===== config.mk =====
export PLATFORM = sky130hd
export DESIGN_NAME = display_scheduler
export DESIGN_NICKNAME = d
export VERILOG_FILES = /design/src/rtl/display_scheduler_pkg.sv /design/src/rtl/display_scheduler_scan_tick_gen.sv /design/src/rtl/display_scheduler.sv
export SDC_FILE = /design/constraint.sdc
export NUM_CORES = 1
export LEC_CHECK = 0
export BUFFER_PORTS_ARGS = -buffer_cell sky130_fd_sc_hd__buf_2
export CORE_ASPECT_RATIO = 2
export CORE_MARGIN = 3
export CORE_UTILIZATION = 35
export DETAILED_ROUTE_END_ITERATION = 8
export GPL_TIMING_DRIVEN = 0
export PLACE_DENSITY = 0.67
export SETUP_SLACK_MARGIN = 0.4
export SLEW_MARGIN = 20
export SYNTH_ARGS = -nofsm -noshare
export SYNTH_HDL_FRONTEND = slang
export SYNTH_HIERARCHICAL = 1
export SYNTH_SLANG_ARGS = --single-unit

===== constraint.sdc =====
create_clock -name clk -period 2.4 [get_ports clk]
set_input_delay 0.48 -clock clk [delete_from_list [all_inputs] [get_ports clk]]
set_output_delay 0.48 -clock clk [all_outputs]
set_load 0.05 [all_outputs]

===== src/rtl/display_scheduler_pkg.sv =====
// Shared types and constants for the multiplexed 4-digit display scheduler.
// Digit/nibble geometry, FSM encoding and small scan helpers.
package display_scheduler_pkg;

  localparam int unsigned DIGITS   = 4;
  localparam int unsigned NIBBLE_W = 4;
  localparam int unsigned WORD_W   = DIGITS * NIBBLE_W;
  localparam int unsigned IDX_W    = 2;

  localparam logic [DIGITS-1:0] ANODE_OFF = 4'b1111;

  typedef enum logic [0:0] {
    ST_IDLE = 1'b0,
    ST_SHOW = 1'b1
  } state_e;

  // Active-low anode pattern selecting a single digit.
  function automatic logic [DIGITS-1:0] anode_sel(input logic [IDX_W-1:0] idx);
    anode_sel = ~(DIGITS'(1) << idx);
  endfunction

  // Nibble of a display word for a given digit position (digit0 = LSBs).
  function automatic logic [NIBBLE_W-1:0] nibble_of(input logic [WORD_W-1:0] w,
                                                    input logic [IDX_W-1:0]  idx);
    nibble_of = NIBBLE_W'(w >> (NIBBLE_W * 32'(idx)));
  endfunction

endpackage


===== src/rtl/display_scheduler_scan_tick_gen.sv =====
// Free-running prescaler producing a one-clk scan tick each time it wraps to zero.
module display_scheduler_scan_tick_gen #(
  parameter int unsigned DIV_W = 17
) (
  input  logic clk,
  input  logic rst,
  output logic tick_o
);

  logic [DIV_W-1:0] cnt_q;
  logic             tick_q;

  // tick_q is high in the cycle where the counter reads zero after a wrap.
  always_ff @(posedge clk) begin
    if (rst) begin
      cnt_q  <= '0;
      tick_q <= 1'b0;
    end else begin
      cnt_q  <= cnt_q + DIV_W'(1);
      tick_q <= &cnt_q;
    end
  end

  assign tick_o = tick_q;

endmodule


===== src/rtl/display_scheduler.sv =====
// Shares a 4-digit multiplexed 7-seg display between NREQ requesters.
// Round-robin grant per frame with minimum hold, per-frame word refresh and digit scan.
module display_scheduler
  import display_scheduler_pkg::*;
#(
  parameter int unsigned NREQ        = 4,
  parameter int unsigned DIV_W       = 17,
  parameter int unsigned HOLD_FRAMES = 8
) (
  input  logic                   clk,
  input  logic                   rst,
  input  logic [NREQ-1:0]        req,
  input  logic [WORD_W*NREQ-1:0] data,
  output logic [NREQ-1:0]        grant,
  output logic [NIBBLE_W-1:0]    digit,
  output logic [DIGITS-1:0]      an,
  output logic                   busy
);

  localparam int unsigned PTR_W  = (NREQ > 1) ? $clog2(NREQ) : 1;
  localparam int unsigned HOLD_W = 8;
  localparam int unsigned HCMP_W = HOLD_W + 1;
  localparam logic [HCMP_W-1:0] HOLD_LIM = HCMP_W'(HOLD_FRAMES);

  state_e              state_q, state_d;
  logic                tick;
  logic [PTR_W-1:0]    rr_q, rr_d;
  logic [PTR_W-1:0]    cand, load_sel;
  logic                cand_vld;
  logic [HOLD_W-1:0]   hold_q, hold_d;
  logic [HCMP_W-1:0]   hold_inc;
  logic [IDX_W-1:0]    idx_q, idx_d, idx_step;
  logic [WORD_W-1:0]   word_q, word_d, load_word;
  logic [NREQ-1:0]     grant_q, grant_d;
  logic [DIGITS-1:0]   an_q, an_d;
  logic [NIBBLE_W-1:0] digit_q, digit_d;
  logic                busy_q, busy_d;
  logic                boundary, own_req, other_req;
  logic                do_load, do_blank, do_step;
  logic [WORD_W-1:0]   data_arr [NREQ];

  display_scheduler_scan_tick_gen #(
    .DIV_W (DIV_W)
  ) u_tick (
    .clk    (clk),
    .rst    (rst),
    .tick_o (tick)
  );

  always_comb begin
    for (int unsigned i = 0; i < NREQ; i++) begin
      data_arr[i] = WORD_W'(data >> (WORD_W * i));
    end
  end

  // First requester found searching upward from rr+1, wrapping mod NREQ.
  always_comb begin
    int unsigned pos;
    pos      = 0;
    cand_vld = 1'b0;
    cand     = rr_q;
    for (int unsigned k = 1; k <= NREQ; k++) begin
      pos = (32'(rr_q) + k) % NREQ;
      if (!cand_vld && req[PTR_W'(pos)]) begin
        cand_vld = 1'b1;
        cand     = PTR_W'(pos);
      end
    end
  end

  assign boundary  = tick && (idx_q == IDX_W'(DIGITS - 1));
  assign own_req   = |(req & grant_q);
  assign other_req = |(req & ~grant_q);
  assign hold_inc  = HCMP_W'(hold_q) + HCMP_W'(1);
  assign idx_step  = idx_q + IDX_W'(1);
  assign load_word = data_arr[load_sel];

  always_ff @(posedge clk) begin
    if (rst) begin
      state_q <= ST_IDLE;
    end else begin
      state_q <= state_d;
    end
  end

  always_comb begin
    state_d = state_q;
    case (state_q)
      ST_IDLE: if (tick && cand_vld) state_d = ST_SHOW;
      ST_SHOW: if (boundary && !own_req && !other_req) state_d = ST_IDLE;
      default: state_d = ST_IDLE;
    endcase
  end

  // Decide per tick whether to load a new/kept owner, blank, or advance the scan.
  always_comb begin
    rr_d     = rr_q;
    hold_d   = hold_q;
    idx_d    = idx_q;
    word_d   = word_q;
    grant_d  = grant_q;
    an_d     = an_q;
    digit_d  = digit_q;
    busy_d   = busy_q;
    do_load  = 1'b0;
    do_blank = 1'b0;
    do_step  = 1'b0;
    load_sel = rr_q;

    case (state_q)
      ST_IDLE: begin
        if (tick && cand_vld) begin
          do_load  = 1'b1;
          load_sel = cand;
          hold_d   = '0;
        end
      end
      ST_SHOW: begin
        if (boundary) begin
          if (!own_req && !other_req) begin
            do_blank = 1'b1;
          end else if (!own_req || (hold_inc >= HOLD_LIM && other_req)) begin
            do_load  = 1'b1;
            load_sel = cand;
            hold_d   = '0;
          end else begin
            do_load  = 1'b1;
            load_sel = rr_q;
            if (hold_inc < HOLD_LIM) hold_d = HOLD_W'(hold_inc);
          end
        end else if (tick) begin
          do_step = 1'b1;
        end
      end
      default: begin
        do_blank = 1'b1;
      end
    endcase

    // A load always restarts the frame at digit 0 with the freshly latched word.
    if (do_load) begin
      rr_d    = load_sel;
      word_d  = load_word;
      idx_d   = '0;
      grant_d = NREQ'(1) << load_sel;
      an_d    = anode_sel(IDX_W'(0));
      digit_d = nibble_of(load_word, IDX_W'(0));
      busy_d  = 1'b1;
    end else if (do_blank) begin
      idx_d   = '0;
      grant_d = '0;
      an_d    = ANODE_OFF;
      digit_d = '0;
      busy_d  = 1'b0;
    end else if (do_step) begin
      idx_d   = idx_step;
      an_d    = anode_sel(idx_step);
      digit_d = nibble_of(word_q, idx_step);
    end
  end

  always_ff @(posedge clk) begin
    if (rst) begin
      rr_q    <= '0;
      hold_q  <= '0;
      idx_q   <= '0;
      word_q  <= '0;
      grant_q <= '0;
      an_q    <= ANODE_OFF;
      digit_q <= '0;
      busy_q  <= 1'b0;
    end else begin
      rr_q    <= rr_d;
      hold_q  <= hold_d;
      idx_q   <= idx_d;
      word_q  <= word_d;
      grant_q <= grant_d;
      an_q    <= an_d;
      digit_q <= digit_d;
      busy_q  <= busy_d;
    end
  end

  assign grant = grant_q;
  assign digit = digit_q;
  assign an    = an_q;
  assign busy  = busy_q;

endmodule


==> results of run 1 <==
-- placed cells by master (no fill, tap or decap), drive strengths merged, types with 3 or more instances in the layout --
master	Yosys	layout
a211oi	9	9
a21boi	5	5
a21oi	21	21
a221oi	9	9
a22oi	6	6
and2	9	9
and3	9	9
buf	10	114
bufinv	0	3
clkbuf	14	24
dfxtp	60	60
ha	9	9
inv	11	11
mux2	6	6
mux2i	17	17
mux4	4	4
nand2	26	26
nand2b	12	12
nand3	8	8
nand3b	3	3
nand4	9	9
nor2	46	46
nor2b	8	8
nor4	16	16
o211ai	4	4
o21a	5	5
o21ai	22	22
o31ai	11	11
or3	5	5
or4	4	4
xnor2	3	3
-- layout make-up --
type / instances / share of cell area, %
Buffer: 24 / 3.946
Tap cell: 132 / 3.297
Multi-Input combinational cell: 307 / 48.13
Sequential cell: 60 / 24.10
Clock buffer: 11 / 4.645
Clock inverter: 5 / 1.998
Timing Repair Buffer: 103 / 13.06
Inverter: 11 / 0.8242
-- state kept, by name, summed over array words and instances, names as in the netlist --
| name | count |
|---|---|
| rr_q | 2 |
| digit | 4 |
| state_q | 1 |
| hold_q | 8 |
| u_tick/cnt_q | 17 |
| word_q | 16 |
| idx_q | 2 |
| an | 4 |
| u_tick/tick_o | 1 |
| grant | 4 |
| busy | 1 |
-- routing by layer --
| metal | track usage [%] | part of all wire (%) | vias to the layer above |
|---|---|---|---|
| li1 | - | - | 1718 |
| met1 | 18.42 | 37 | 1674 |
| met2 | 37.21 | 57 | 80 |
| met3 | 4.356 | 3.8 | 26 |
| met4 | 7.441 | 2.9 | 0 |
| met5 | 0 | 0 | - |
-- stage by stage --
stage	total power [mW]	hold slack, ns
after global placement	1.159	0.4488
after CTS	2.610	0.4061
final	2.609	0.4086
after global routing	2.683	0.4175
after detailed placement	1.163	0.4551
after floorplan	1.084	0.4196
-- critical path, delay by kind of cell --
family | cells | cell delay [ns]
compound gates | 3 | 0.36
simple gates | 2 | 0.69
mux | 2 | 0.50
buf+inv | 6 | 0.76
-- where the power goes --
part / switching (mW) / internal [mW]
combinational: 0.0807 / 0.0772
clock: 0.436 / 1.01
sequential: 0.00479 / 1.00
-- logic make-up (layout without fill, tap and decap cells) --
| kind of cell | Yosys count | count (layout) | synth area share (%) |
|---|---|---|---|
| flops | 60 | 60 | 34.38 |
| xor+xnor | 5 | 5 | 1.254 |
| buf+inv | 35 | 154 | 5.122 |
| fa+ha+maj | 9 | 9 | 3.224 |
| simple gates | 164 | 164 | 25.32 |
| mux | 27 | 27 | 9.849 |
| compound gates | 102 | 102 | 20.85 |
-- path summary, 6_finish.rpt --
kind,to,slack [ns],cells after the start
hold / removal,word_q[7],0.41,3
setup / recovery,word_q[4],-0.19,13
setup reg to reg,word_q[4],-0.10,12
hold reg to reg,u_tick/cnt_q[0],0.46,1
-- what timing repair did --
item | in CTS | in global routing
pin swaps | 10 | 3
gates resized for setup | 50 | 40
cloned | 4 | 0
setup buffers | 13 | 4
hold buffers | 0 | 0
endpoints found under the setup margin | 26 | 31
==> impl_results.html, run 1 <==
<table>
<tr><th>Metric</th><th>Value</th></tr>
<tr><th colspan="2">Timing</th></tr>
<tr><td>Total negative slack for setup checks</td><td>-1.734 ns</td></tr>
<tr><td>Worst clock skew</td><td>between 0.003 and 0.004 ns</td></tr>
<tr><td>Final number of hold-violating endpoints</td><td>0</td></tr>
<tr><td>Final setup violation count</td><td>22</td></tr>
<tr><td>Final worst slack</td><td>-0.1876 ns</td></tr>
<tr><td>Final critical path time including I/O delays and setup</td><td>about 2.6 ns</td></tr>
<tr><td>Maximum clock frequency</td><td>approximately 390 MHz</td></tr>
<tr><td>Max Slew Vio Count</td><td>0</td></tr>
<tr><td>Setup repair after global routing missed its margin</td><td>true</td></tr>
<tr><td>Crit share post-route</td><td>107.8%</td></tr>
<tr><td>Normalized max-slew margin</td><td>between 30 and 40%</td></tr>
<tr><td>Slew @ Worst Pin</td><td>0.9801 ns</td></tr>
<tr><th colspan="2">Cells and area</th></tr>
<tr><td>Synthesis-to-layout area growth</td><td>43.41%</td></tr>
<tr><td>Non-filler instance count after layout</td><td>approximately 650</td></tr>
<tr><td>Finished Cell Area</td><td>roughly 5000 um2</td></tr>
<tr><td>Area of all sequential standard cells</td><td>1207 um2</td></tr>
<tr><td>Inserted Diodes</td><td>0</td></tr>
<tr><td>Fraction of final layout cells with drive strength greater than 1</td><td>a little under two fifths</td></tr>
<tr><td>Post-Route Utilization</td><td>between 50 and 60%</td></tr>
<tr><td>Number of fill cells</td><td>919</td></tr>
<tr><td>Final #Nets</td><td>about 600</td></tr>
<tr><td>Multi-input gate area</td><td>approximately 2400 um2</td></tr>
<tr><th colspan="2">Critical path</th></tr>
<tr><td>Required time reported for the critical path endpoint</td><td>2.62 ns</td></tr>
<tr><td>CP max stage delay</td><td>around 0.52 ns</td></tr>
<tr><td>Critical path origin</td><td>req[1]</td></tr>
<tr><td>Crit Path Class</td><td>primary input to flip-flop</td></tr>
<tr><td>Nature of the critical path startpoint</td><td>primary input</td></tr>
<tr><td>Origin of the critical flop-to-flop path</td><td>idx_q[1]</td></tr>
<tr><td>Cell breakdown of the critical path</td><td>buf_8, or4_4, buf_6, and3_4, buf_8, o21ai_2, a21oi_2, buf_6, mux2_4, buf_4, buf_12, mux2i_1, a211oi_2</td></tr>
<tr><td>Worst path arrival time</td><td>around 2.8 ns</td></tr>
<tr><td>Category of the worst setup path capture point</td><td>flip-flop</td></tr>
<tr><td>Master of the slowest instance on the critical path</td><td>sky130_fd_sc_hd__or4_4</td></tr>
<tr><td>Largest fanout on the critical path</td><td>6</td></tr>
<tr><th colspan="2">Die</th></tr>
<tr><td>Die Wd</td><td>76.65 um</td></tr>
<tr><td>Top-level I/O count</td><td>a little over 80</td></tr>
<tr><td>FP Rows</td><td>between 50 and 60</td></tr>
<tr><td>Height of the die</td><td>147.3 um</td></tr>
<tr><td>Overall die area</td><td>about 11000 um2</td></tr>
<tr><td>Effective utilization at floorplan</td><td>a little over a third</td></tr>
<tr><td>Area of the placeable core</td><td>about 9800 um2</td></tr>
<tr><th colspan="2">Power</th></tr>
<tr><td>Peak supply drop</td><td>~0.4 mV</td></tr>
<tr><td>Power density cells</td><td>approximately 520 nW/um2</td></tr>
<tr><td>Leakage power</td><td>a little under 2 nW</td></tr>
<tr><th colspan="2">Logic synthesis</th></tr>
<tr><td>Yosys synthesis warning count</td><td>6</td></tr>
<tr><td>Post-Synthesis Cells</td><td>around 400</td></tr>
<tr><td>Post-synth EDFFs</td><td>0</td></tr>
<tr><td>Post-synth top area share</td><td>~34%</td></tr>
<tr><td>Number of distinct library cells after synthesis</td><td>59</td></tr>
<tr><td>Flip-flop and latch count after synthesis</td><td>60</td></tr>
<tr><td>Synth area leaders</td><td>sky130_fd_sc_hd__dfxtp_1 (34%), sky130_fd_sc_hd__nor2_1 (4.8%), sky130_fd_sc_hd__mux2i_1 (4.6%)</td></tr>
<tr><td>Top flip-flop cell by instance count after synthesis</td><td>sky130_fd_sc_hd__dfxtp_1</td></tr>
<tr><td>Synthesized area divided by synthesized cell count</td><td>8.690 um2</td></tr>
<tr><td>Leading cell type by number of instances after synthesis</td><td>sky130_fd_sc_hd__dfxtp_1</td></tr>
<tr><td>Summed instance area of the synthesized netlist</td><td>between 3000 and 4000 um2</td></tr>
<tr><td>Asr flop ratio synth</td><td>0%</td></tr>
<tr><td>Post-synthesis sequential area ratio</td><td>between 30% and 40%</td></tr>
<tr><td>Top cells by count, synth</td><td>sky130_fd_sc_hd__dfxtp_1 (60), sky130_fd_sc_hd__nor2_1 (45), sky130_fd_sc_hd__nand2_1 (26)</td></tr>
<tr><td>Post-synth top area cell</td><td>sky130_fd_sc_hd__dfxtp_1</td></tr>
<tr><td>Post-Syn Nets</td><td>481</td></tr>
<tr><th colspan="2">Clocking</th></tr>
<tr><td>Clock slew at reported path FFs</td><td>0.05 ns</td></tr>
<tr><td>Max clock buf depth</td><td>2</td></tr>
<tr><td>Clock Sinks</td><td>60</td></tr>
<tr><td>Number of CTS-inserted buffers</td><td>9</td></tr>
<tr><td>Worst-Skew Late Latency</td><td>between 0.3 and 0.4 ns</td></tr>
<tr><td>H-tree Lvls</td><td>3</td></tr>
<tr><td>CTS tree</td><td>built</td></tr>
<tr><td>Clock Root Buffer</td><td>sky130_fd_sc_hd__clkbuf_16</td></tr>
<tr><th colspan="2">Job</th></tr>
<tr><td>Max capacitance violation total</td><td>0</td></tr>
<tr><th colspan="2">Run status</th></tr>
<tr><td>Outcome</td><td>finished, violations left</td></tr>
<tr><td>Violated checks</td><td>negative setup slack</td></tr>
<tr><th colspan="2">Global route</th></tr>
<tr><td>Number of antenna violations at the first check in global routing</td><td>0</td></tr>
<tr><td>Largest net degree at the start of global routing</td><td>11</td></tr>
<tr><td>Wire length of the first global-routing pass</td><td>about 17000 um</td></tr>
<tr><td>GR Overflow Total</td><td>0</td></tr>
<tr><td>Via count of the first global-routing pass</td><td>about 3700</td></tr>
<tr><td>All-Layer GR Usage</td><td>approximately a fifth</td></tr>
<tr><th colspan="2">Worst hold path</th></tr>
<tr><td>Min-delay src</td><td>data[39]</td></tr>
<tr><td>Worst min-delay path category</td><td>primary input to flip-flop</td></tr>
<tr><th colspan="2">Placement</th></tr>
<tr><td>Half-perimeter wire length after placement</td><td>between 7000 and 8000 um</td></tr>
<tr><td>GPL Wtd Cong</td><td>approximately 0.82</td></tr>
<tr><td>Total of buffers placed on input and output ports</td><td>82</td></tr>
<tr><td>Post-detailed-placement cell area</td><td>around 4000 um2</td></tr>
<tr><td>Pre-CTS setup slack</td><td>-0.6064 ns</td></tr>
<tr><td>Post-placement cell count</td><td>around 620</td></tr>
<tr><th colspan="2">Routing</th></tr>
<tr><td>Routed wirelength normalized by instance count</td><td>between 15 and 20 um</td></tr>
<tr><td>Final antenna-violating net count</td><td>0</td></tr>
<tr><td>Post-detailed-routing wire length</td><td>~11000 um</td></tr>
<tr><td>Vias/cell</td><td>~5.4</td></tr>
<tr><td>Total via count in the routed design</td><td>~3500</td></tr>
<tr><td>Remaining routing DRC violations</td><td>0</td></tr>
<tr><td>Detailed-router iteration count before antenna repair</td><td>4</td></tr>
<tr><td>DRT iter0 DRCs</td><td>107</td></tr>
</table>
(Power assumes the default switching activity.)
==> run 2, diff against run 1 <==
Settings changed: SKIP_CTS_REPAIR_TIMING from default to 1.
==> run 2 against run 1 <==
The run still ends with negative setup slack left. Clock power about the same. Worst hold slack improved by 0.0013 ns. Via count shrank 2.1%. Register-to-register slack better by 0.10 ns. Largest power group unchanged. Count of clock-buffer cells in the layout stayed put.
==> impl_results.html, run 2 (same netlist as run 1, synthesis figures left out) <==
<table>
<tr><th>Metric</th><th>Value</th></tr>
<tr><th colspan="2">Cells and area</th></tr>
<tr><td>Final #Nets</td><td>591</td></tr>
<tr><td>Biggest regs</td><td>u_tick/cnt_q (17), word_q (16), hold_q (8)</td></tr>
<tr><td>Non-filler instance count after layout</td><td>649</td></tr>
<tr><td>Fraction of final layout cells with drive strength greater than 1</td><td>35.20%</td></tr>
<tr><td>Largest Register</td><td>u_tick/cnt_q</td></tr>
<tr><td>Inserted Diodes</td><td>0</td></tr>
<tr><td>Post-Route Utilization</td><td>49.25%</td></tr>
<tr><td>Synthesis-to-layout area growth</td><td>37.64%</td></tr>
<tr><td>Most common cell after layout, fill and taps aside</td><td>sky130_fd_sc_hd__buf_2</td></tr>
<tr><td>Number of flip-flops under the largest register name</td><td>17</td></tr>
<tr><td>Finished Cell Area</td><td>slightly below 5000 um2</td></tr>
<tr><td>Most frequent cells in the layout</td><td>sky130_fd_sc_hd__buf_2 (80), sky130_fd_sc_hd__dfxtp_1 (56), sky130_fd_sc_hd__nor2_1 (44), sky130_fd_sc_hd__nand2_1 (26), sky130_fd_sc_hd__o21ai_0 (20)</td></tr>
<tr><th colspan="2">Clocking</th></tr>
<tr><td>H-tree Lvls</td><td>3</td></tr>
<tr><td>Worst-Skew Late Latency</td><td>0.32 ns</td></tr>
<tr><td>Max clock buf depth</td><td>2</td></tr>
<tr><td>Number of CTS-inserted buffers</td><td>9</td></tr>
<tr><td>Clock slew at reported path FFs</td><td>about 0.05 ns</td></tr>
<tr><td>CTS tree</td><td>built</td></tr>
<tr><td>Clock Sinks</td><td>60</td></tr>
<tr><td>Clock Root Buffer</td><td>sky130_fd_sc_hd__clkbuf_16</td></tr>
<tr><th colspan="2">Power</th></tr>
<tr><td>Peak supply drop</td><td>between 0.4 and 0.5 mV</td></tr>
<tr><td>Power density cells</td><td>~540 nW/um2</td></tr>
<tr><td>Overall power of the completed layout</td><td>approximately 2.6 mW</td></tr>
<tr><td>Leakage power</td><td>around 1.9 nW</td></tr>
<tr><th colspan="2">Critical path</th></tr>
<tr><td>Crit Path Class</td><td>primary input to flip-flop</td></tr>
<tr><td>Category of the worst setup path capture point</td><td>flip-flop</td></tr>
<tr><td>Required time reported for the critical path endpoint</td><td>roughly 2.6 ns</td></tr>
<tr><td>Worst path arrival time</td><td>between 2 and 3 ns</td></tr>
<tr><td>Nature of the critical path startpoint</td><td>primary input</td></tr>
<tr><td>R2R Setup Slk</td><td>0 ns</td></tr>
<tr><td>Largest fanout on the critical path</td><td>10</td></tr>
<tr><th colspan="2">Routing</th></tr>
<tr><td>Final antenna-violating net count</td><td>0</td></tr>
<tr><td>Post-detailed-routing wire length</td><td>10110 um</td></tr>
<tr><td>Detailed-router iteration count before antenna repair</td><td>4</td></tr>
<tr><td>Remaining routing DRC violations</td><td>0</td></tr>
<tr><td>Routed wirelength normalized by instance count</td><td>approximately 16 um</td></tr>
<tr><td>Vias/cell</td><td>approximately 5.3</td></tr>
<tr><td>DRT iter0 DRCs</td><td>110</td></tr>
<tr><td>Total via count in the routed design</td><td>3426</td></tr>
<tr><th colspan="2">Timing</th></tr>
<tr><td>Setup repair after global routing missed its margin</td><td>true</td></tr>
<tr><td>Total negative slack for setup checks</td><td>-1.488 ns</td></tr>
<tr><td>Final worst slack</td><td>-0.1230 ns</td></tr>
<tr><td>Final critical path time including I/O delays and setup</td><td>between 2 and 3 ns</td></tr>
<tr><td>Final number of hold-violating endpoints</td><td>0</td></tr>
<tr><td>Final setup violation count</td><td>22</td></tr>
<tr><td>Maximum clock frequency</td><td>roughly 400 MHz</td></tr>
<tr><td>Normalized max-slew margin</td><td>between 30 and 40%</td></tr>
<tr><td>Slew @ Worst Pin</td><td>0.9391 ns</td></tr>
<tr><td>Post-route worst hold slack</td><td>about 0.41 ns</td></tr>
<tr><td>Crit share post-route</td><td>105.1%</td></tr>
<tr><td>Worst clock skew</td><td>0.004494 ns</td></tr>
<tr><td>Max Slew Vio Count</td><td>0</td></tr>
<tr><th colspan="2">Die</th></tr>
<tr><td>FP Rows</td><td>~50</td></tr>
<tr><td>Overall die area</td><td>~11000 um2</td></tr>
<tr><td>Top-level I/O count</td><td>between 80 and 90</td></tr>
<tr><td>Die Wd</td><td>approximately 77 um</td></tr>
<tr><td>Height of the die</td><td>147.3 um</td></tr>
<tr><td>Effective utilization at floorplan</td><td>35.78%</td></tr>
<tr><td>Area of the placeable core</td><td>9763 um2</td></tr>
<tr><th colspan="2">Placement</th></tr>
<tr><td>Post-placement cell count</td><td>just over 600</td></tr>
<tr><td>GPL Wtd Cong</td><td>0.8206</td></tr>
<tr><td>Total of buffers placed on input and output ports</td><td>82</td></tr>
<tr><td>Half-perimeter wire length after placement</td><td>7506 um</td></tr>
<tr><td>Post-detailed-placement cell area</td><td>roughly 4100 um2</td></tr>
<tr><td>Pre-CTS setup slack</td><td>-0.6064 ns</td></tr>
<tr><th colspan="2">Worst hold path</th></tr>
<tr><td>Worst min-delay path category</td><td>primary input to flip-flop</td></tr>
<tr><th colspan="2">Global route</th></tr>
<tr><td>Largest net degree at the start of global routing</td><td>11</td></tr>
<tr><td>All-Layer GR Usage</td><td>17.25%</td></tr>
<tr><td>Number of antenna violations at the first check in global routing</td><td>0</td></tr>
<tr><td>Via count of the first global-routing pass</td><td>between 3000 and 4000</td></tr>
<tr><td>GR Overflow Total</td><td>0</td></tr>
<tr><td>Wire length of the first global-routing pass</td><td>15830 um</td></tr>
<tr><th colspan="2">Run status</th></tr>
<tr><td>Outcome</td><td>finished, violations left</td></tr>
<tr><td>Violated checks</td><td>negative setup slack</td></tr>
<tr><th colspan="2">Job</th></tr>
<tr><td>Max capacitance violation total</td><td>0</td></tr>
</table>
run 2: where the power goes:
| part | total, mW | switching, mW | internal, mW |
|---|---|---|---|
| registers | 1.01 | 0.00477 | 1.00 |
| logic | 0.151 | 0.0746 | 0.0759 |
| clock network | 1.44 | 0.433 | 1.01 |
run 2: final cells by class:
cell class	instances	area, um2
Tap cell	132	165.2
Multi-Input combinational cell	307	2288
Sequential cell	60	1209
Inverter	11	41.29
Buffer	24	188.9
Timing Repair Buffer	99	583.1
Clock inverter	5	100.1
Fill cell	958	4955
Clock buffer	11	232.7
run 2: path summary, 6_finish.rpt:
check             cells after the start            start         endpoint
hold reg to reg                       1  u_tick/cnt_q[0]  u_tick/cnt_q[0]
hold / removal                        3         data[45]       word_q[13]
setup reg to reg                     11         idx_q[1]        word_q[4]
setup / recovery                     12           req[1]        word_q[4]
run 2: worst max-delay path, stage by stage:
cell and delay [ns]:
sky130_fd_sc_hd__buf_8 0.09, sky130_fd_sc_hd__or4_4 0.54, sky130_fd_sc_hd__buf_8 0.15, sky130_fd_sc_hd__and3_4 0.17, sky130_fd_sc_hd__buf_8 0.12, sky130_fd_sc_hd__o21ai_4 0.06, sky130_fd_sc_hd__a21oi_4 0.06, sky130_fd_sc_hd__buf_6 0.15
sky130_fd_sc_hd__mux2_4 0.36, sky130_fd_sc_hd__buf_4 0.21, sky130_fd_sc_hd__nor4_2 0.23, sky130_fd_sc_hd__a211oi_2 0.07
run 2: routing by layer:
layer | track usage, % | up-vias | wire length (um)
met4 | 7.078 | 0 | 225
met3 | 4.049 | 18 | 430
met1 | 17.39 | 1628 | 3827
met5 | 0 | - | 0
met2 | 33.20 | 73 | 5627
li1 | - | 1707 | -
==> run 3, diff against run 2 <==
Settings changed: CTS_BUF_LIST from default to sky130_fd_sc_hd__clkbuf_4 sky130_fd_sc_hd__clkbuf_8.
==> run 3 against run 2 <==
The flow still finishes with violations (negative setup slack). Register-to-register slack is essentially flat. Flip-flop and latch count unchanged. Die area unchanged. Count of clock-buffer cells in the layout unchanged. Critical endpoint unchanged. Sequential power barely moved. Highest routed layer unchanged. Critical path depth unchanged. Clock power fell by 24%. Routed wire length increased by 0.90%. Via count rose by 2.0%.
==> impl_results.html, run 3 (same netlist as run 1, synthesis figures left out) <==
<table>
<tr><th>Metric</th><th>Value</th></tr>
<tr><th colspan="2">Routing</th></tr>
<tr><td>Remaining routing DRC violations</td><td>0</td></tr>
<tr><td>Post-detailed-routing wire length</td><td>between 10000 and 15000 um</td></tr>
<tr><td>Routed wirelength normalized by instance count</td><td>approximately 16 um</td></tr>
<tr><td>Final antenna-violating net count</td><td>0</td></tr>
<tr><td>DRT iter0 DRCs</td><td>between 100 and 150</td></tr>
<tr><td>Vias/cell</td><td>~5.4</td></tr>
<tr><td>Detailed-router iteration count before antenna repair</td><td>4</td></tr>
<tr><td>Total via count in the routed design</td><td>roughly 3500</td></tr>
<tr><th colspan="2">Cells and area</th></tr>
<tr><td>Fraction of final layout cells with drive strength greater than 1</td><td>36.87%</td></tr>
<tr><td>Final #Nets</td><td>just under 600</td></tr>
<tr><td>Synthesis-to-layout area growth</td><td>37.03%</td></tr>
<tr><td>Finished Cell Area</td><td>between 4000 and 5000 um2</td></tr>
<tr><td>Number of fill cells</td><td>between 900 and 1000</td></tr>
<tr><td>Inserted Diodes</td><td>0</td></tr>
<tr><td>Most frequent cells in the layout</td><td>sky130_fd_sc_hd__buf_2 (80), sky130_fd_sc_hd__dfxtp_1 (55), sky130_fd_sc_hd__nor2_1 (44), sky130_fd_sc_hd__nand2_1 (26), sky130_fd_sc_hd__o21ai_0 (20)</td></tr>
<tr><td>Largest Register</td><td>u_tick/cnt_q</td></tr>
<tr><td>Biggest regs</td><td>u_tick/cnt_q (17), word_q (16), hold_q (8)</td></tr>
<tr><td>Most common cell after layout, fill and taps aside</td><td>sky130_fd_sc_hd__buf_2</td></tr>
<tr><td>Number of flip-flops under the largest register name</td><td>17</td></tr>
<tr><th colspan="2">Die</th></tr>
<tr><td>Effective utilization at floorplan</td><td>roughly 36%</td></tr>
<tr><td>FP Rows</td><td>51</td></tr>
<tr><td>Height of the die</td><td>147.3 um</td></tr>
<tr><td>Area of the placeable core</td><td>between 9000 and 10000 um2</td></tr>
<tr><td>Die Wd</td><td>76.65 um</td></tr>
<tr><td>Top-level I/O count</td><td>83</td></tr>
<tr><td>Overall die area</td><td>11290 um2</td></tr>
<tr><th colspan="2">Global route</th></tr>
<tr><td>Largest net degree at the start of global routing</td><td>11</td></tr>
<tr><td>Via count of the first global-routing pass</td><td>around 3400</td></tr>
<tr><td>GR Overflow Total</td><td>0</td></tr>
<tr><td>All-Layer GR Usage</td><td>17.25%</td></tr>
<tr><td>Number of antenna violations at the first check in global routing</td><td>0</td></tr>
<tr><td>Wire length of the first global-routing pass</td><td>15730 um</td></tr>
<tr><th colspan="2">Placement</th></tr>
<tr><td>Post-detailed-placement cell area</td><td>between 4000 and 5000 um2</td></tr>
<tr><td>Total of buffers placed on input and output ports</td><td>between 80 and 90</td></tr>
<tr><td>GPL Wtd Cong</td><td>a little over 0.8</td></tr>
<tr><td>Pre-CTS setup slack</td><td>-0.6064 ns</td></tr>
<tr><td>Half-perimeter wire length after placement</td><td>7506 um</td></tr>
<tr><th colspan="2">Clocking</th></tr>
<tr><td>CTS tree</td><td>built</td></tr>
<tr><td>H-tree Lvls</td><td>3</td></tr>
<tr><td>Clock Sinks</td><td>60</td></tr>
<tr><td>Max clock buf depth</td><td>2</td></tr>
<tr><td>Worst-Skew Late Latency</td><td>around 0.34 ns</td></tr>
<tr><td>Number of CTS-inserted buffers</td><td>9</td></tr>
<tr><td>Clock slew at reported path FFs</td><td>0.06 ns</td></tr>
<tr><td>Clock Root Buffer</td><td>sky130_fd_sc_hd__clkbuf_8</td></tr>
<tr><th colspan="2">Job</th></tr>
<tr><td>Max capacitance violation total</td><td>0</td></tr>
<tr><th colspan="2">Timing</th></tr>
<tr><td>Worst clock skew</td><td>just under 0.009 ns</td></tr>
<tr><td>Maximum clock frequency</td><td>between 400 and 500 MHz</td></tr>
<tr><td>Max Slew Vio Count</td><td>0</td></tr>
<tr><td>Crit share post-route</td><td>103.5%</td></tr>
<tr><td>Setup repair after global routing missed its margin</td><td>true</td></tr>
<tr><td>Final number of hold-violating endpoints</td><td>0</td></tr>
<tr><td>Slew @ Worst Pin</td><td>roughly 0.59 ns</td></tr>
<tr><td>Normalized max-slew margin</td><td>between 60 and 70%</td></tr>
<tr><td>Final setup violation count</td><td>20</td></tr>
<tr><td>Final critical path time including I/O delays and setup</td><td>2.483 ns</td></tr>
<tr><td>Final worst slack</td><td>-0.08281 ns</td></tr>
<tr><th colspan="2">Critical path</th></tr>
<tr><td>Largest fanout on the critical path</td><td>10</td></tr>
<tr><td>Nature of the critical path startpoint</td><td>primary input</td></tr>
<tr><td>Category of the worst setup path capture point</td><td>flip-flop</td></tr>
<tr><td>Required time reported for the critical path endpoint</td><td>around 2.6 ns</td></tr>
<tr><td>Worst path arrival time</td><td>between 2 and 3 ns</td></tr>
<tr><td>Crit Path Class</td><td>primary input to flip-flop</td></tr>
<tr><th colspan="2">Power</th></tr>
<tr><td>Overall power of the completed layout</td><td>2.253 mW</td></tr>
<tr><td>Leakage power</td><td>1.878 nW</td></tr>
<tr><td>Peak supply drop</td><td>slightly above 0.3 mV</td></tr>
<tr><td>Power density cells</td><td>approximately 470 nW/um2</td></tr>
<tr><th colspan="2">Run status</th></tr>
<tr><td>Violated checks</td><td>negative setup slack</td></tr>
<tr><td>Outcome</td><td>finished, violations left</td></tr>
<tr><th colspan="2">Worst hold path</th></tr>
<tr><td>Worst min-delay path category</td><td>primary input to flip-flop</td></tr>
</table>
run 3: final timing paths:
kind | startpoint | end | slack (ns) | cells past startpoint
worst max register to register | idx_q[0] | word_q[11] | 0.01 | 11
worst min-delay path | data[43] | word_q[11] | 0.39 | 3
worst min register to register | u_tick/cnt_q[0] | u_tick/cnt_q[0] | 0.47 | 1
worst max-delay path | req[1] | word_q[4] | -0.08 | 12
run 3: layout make-up:
class	instances	area [um2]	share of cell area (%)
Multi-Input combinational cell	307	2336	48.80
Sequential cell	60	1212	25.33
Timing Repair Buffer	100	604.3	12.62
Buffer	24	188.9	3.947
Tap cell	132	165.2	3.450
Clock buffer	11	138.9	2.901
Clock inverter	5	100.1	2.091
Inverter	11	41.29	0.8625
run 3: stage by stage:
stage | hold WS, ns | instances | util [%] | TNS (ns)
after CTS | 0.3691 | 632 | 44.44 | -9.964
after floorplan | 0.4196 | 402 | - | -2.944
after global routing | 0.3902 | 650 | 49.03 | -2.179
after global placement | 0.4488 | 616 | 42.00 | -11.52
final | 0.3899 | 650 | 49.03 | -0.9563
after detailed placement | 0.4551 | 616 | 42.00 | -11.92
run 3: layer usage:
layer  track usage [%]  wire length [um]  vias to the layer above
li1                  -                 -                     1715
met3             3.681               473                       26
met1             17.28              3861                     1652
met2             32.94              5518                      101
met4             8.439               348                        0
met5                 0                 0                        -
run 3: report_power, final:
| group | switching (mW) | leakage, nW | internal, mW |
|---|---|---|---|
| clock | 0.386 | 0.124 | 0.709 |
| combinational | 0.0774 | 1.27 | 0.0787 |
| sequential | 0.00480 | 0.487 | 0.998 |
| total | 0.468 | 1.88 | 1.79 |
run 3: worst max-delay path, cell delays in order:
cell and delay [ns]:
sky130_fd_sc_hd__buf_8 0.09, sky130_fd_sc_hd__or4_4 0.53, sky130_fd_sc_hd__buf_8 0.15, sky130_fd_sc_hd__and3_4 0.17, sky130_fd_sc_hd__buf_8 0.12, sky130_fd_sc_hd__o21ai_4 0.06
sky130_fd_sc_hd__a21oi_4 0.06, sky130_fd_sc_hd__buf_6 0.15, sky130_fd_sc_hd__mux2_4 0.37, sky130_fd_sc_hd__buf_4 0.21, sky130_fd_sc_hd__nor4_2 0.22, sky130_fd_sc_hd__a211oi_2 0.07
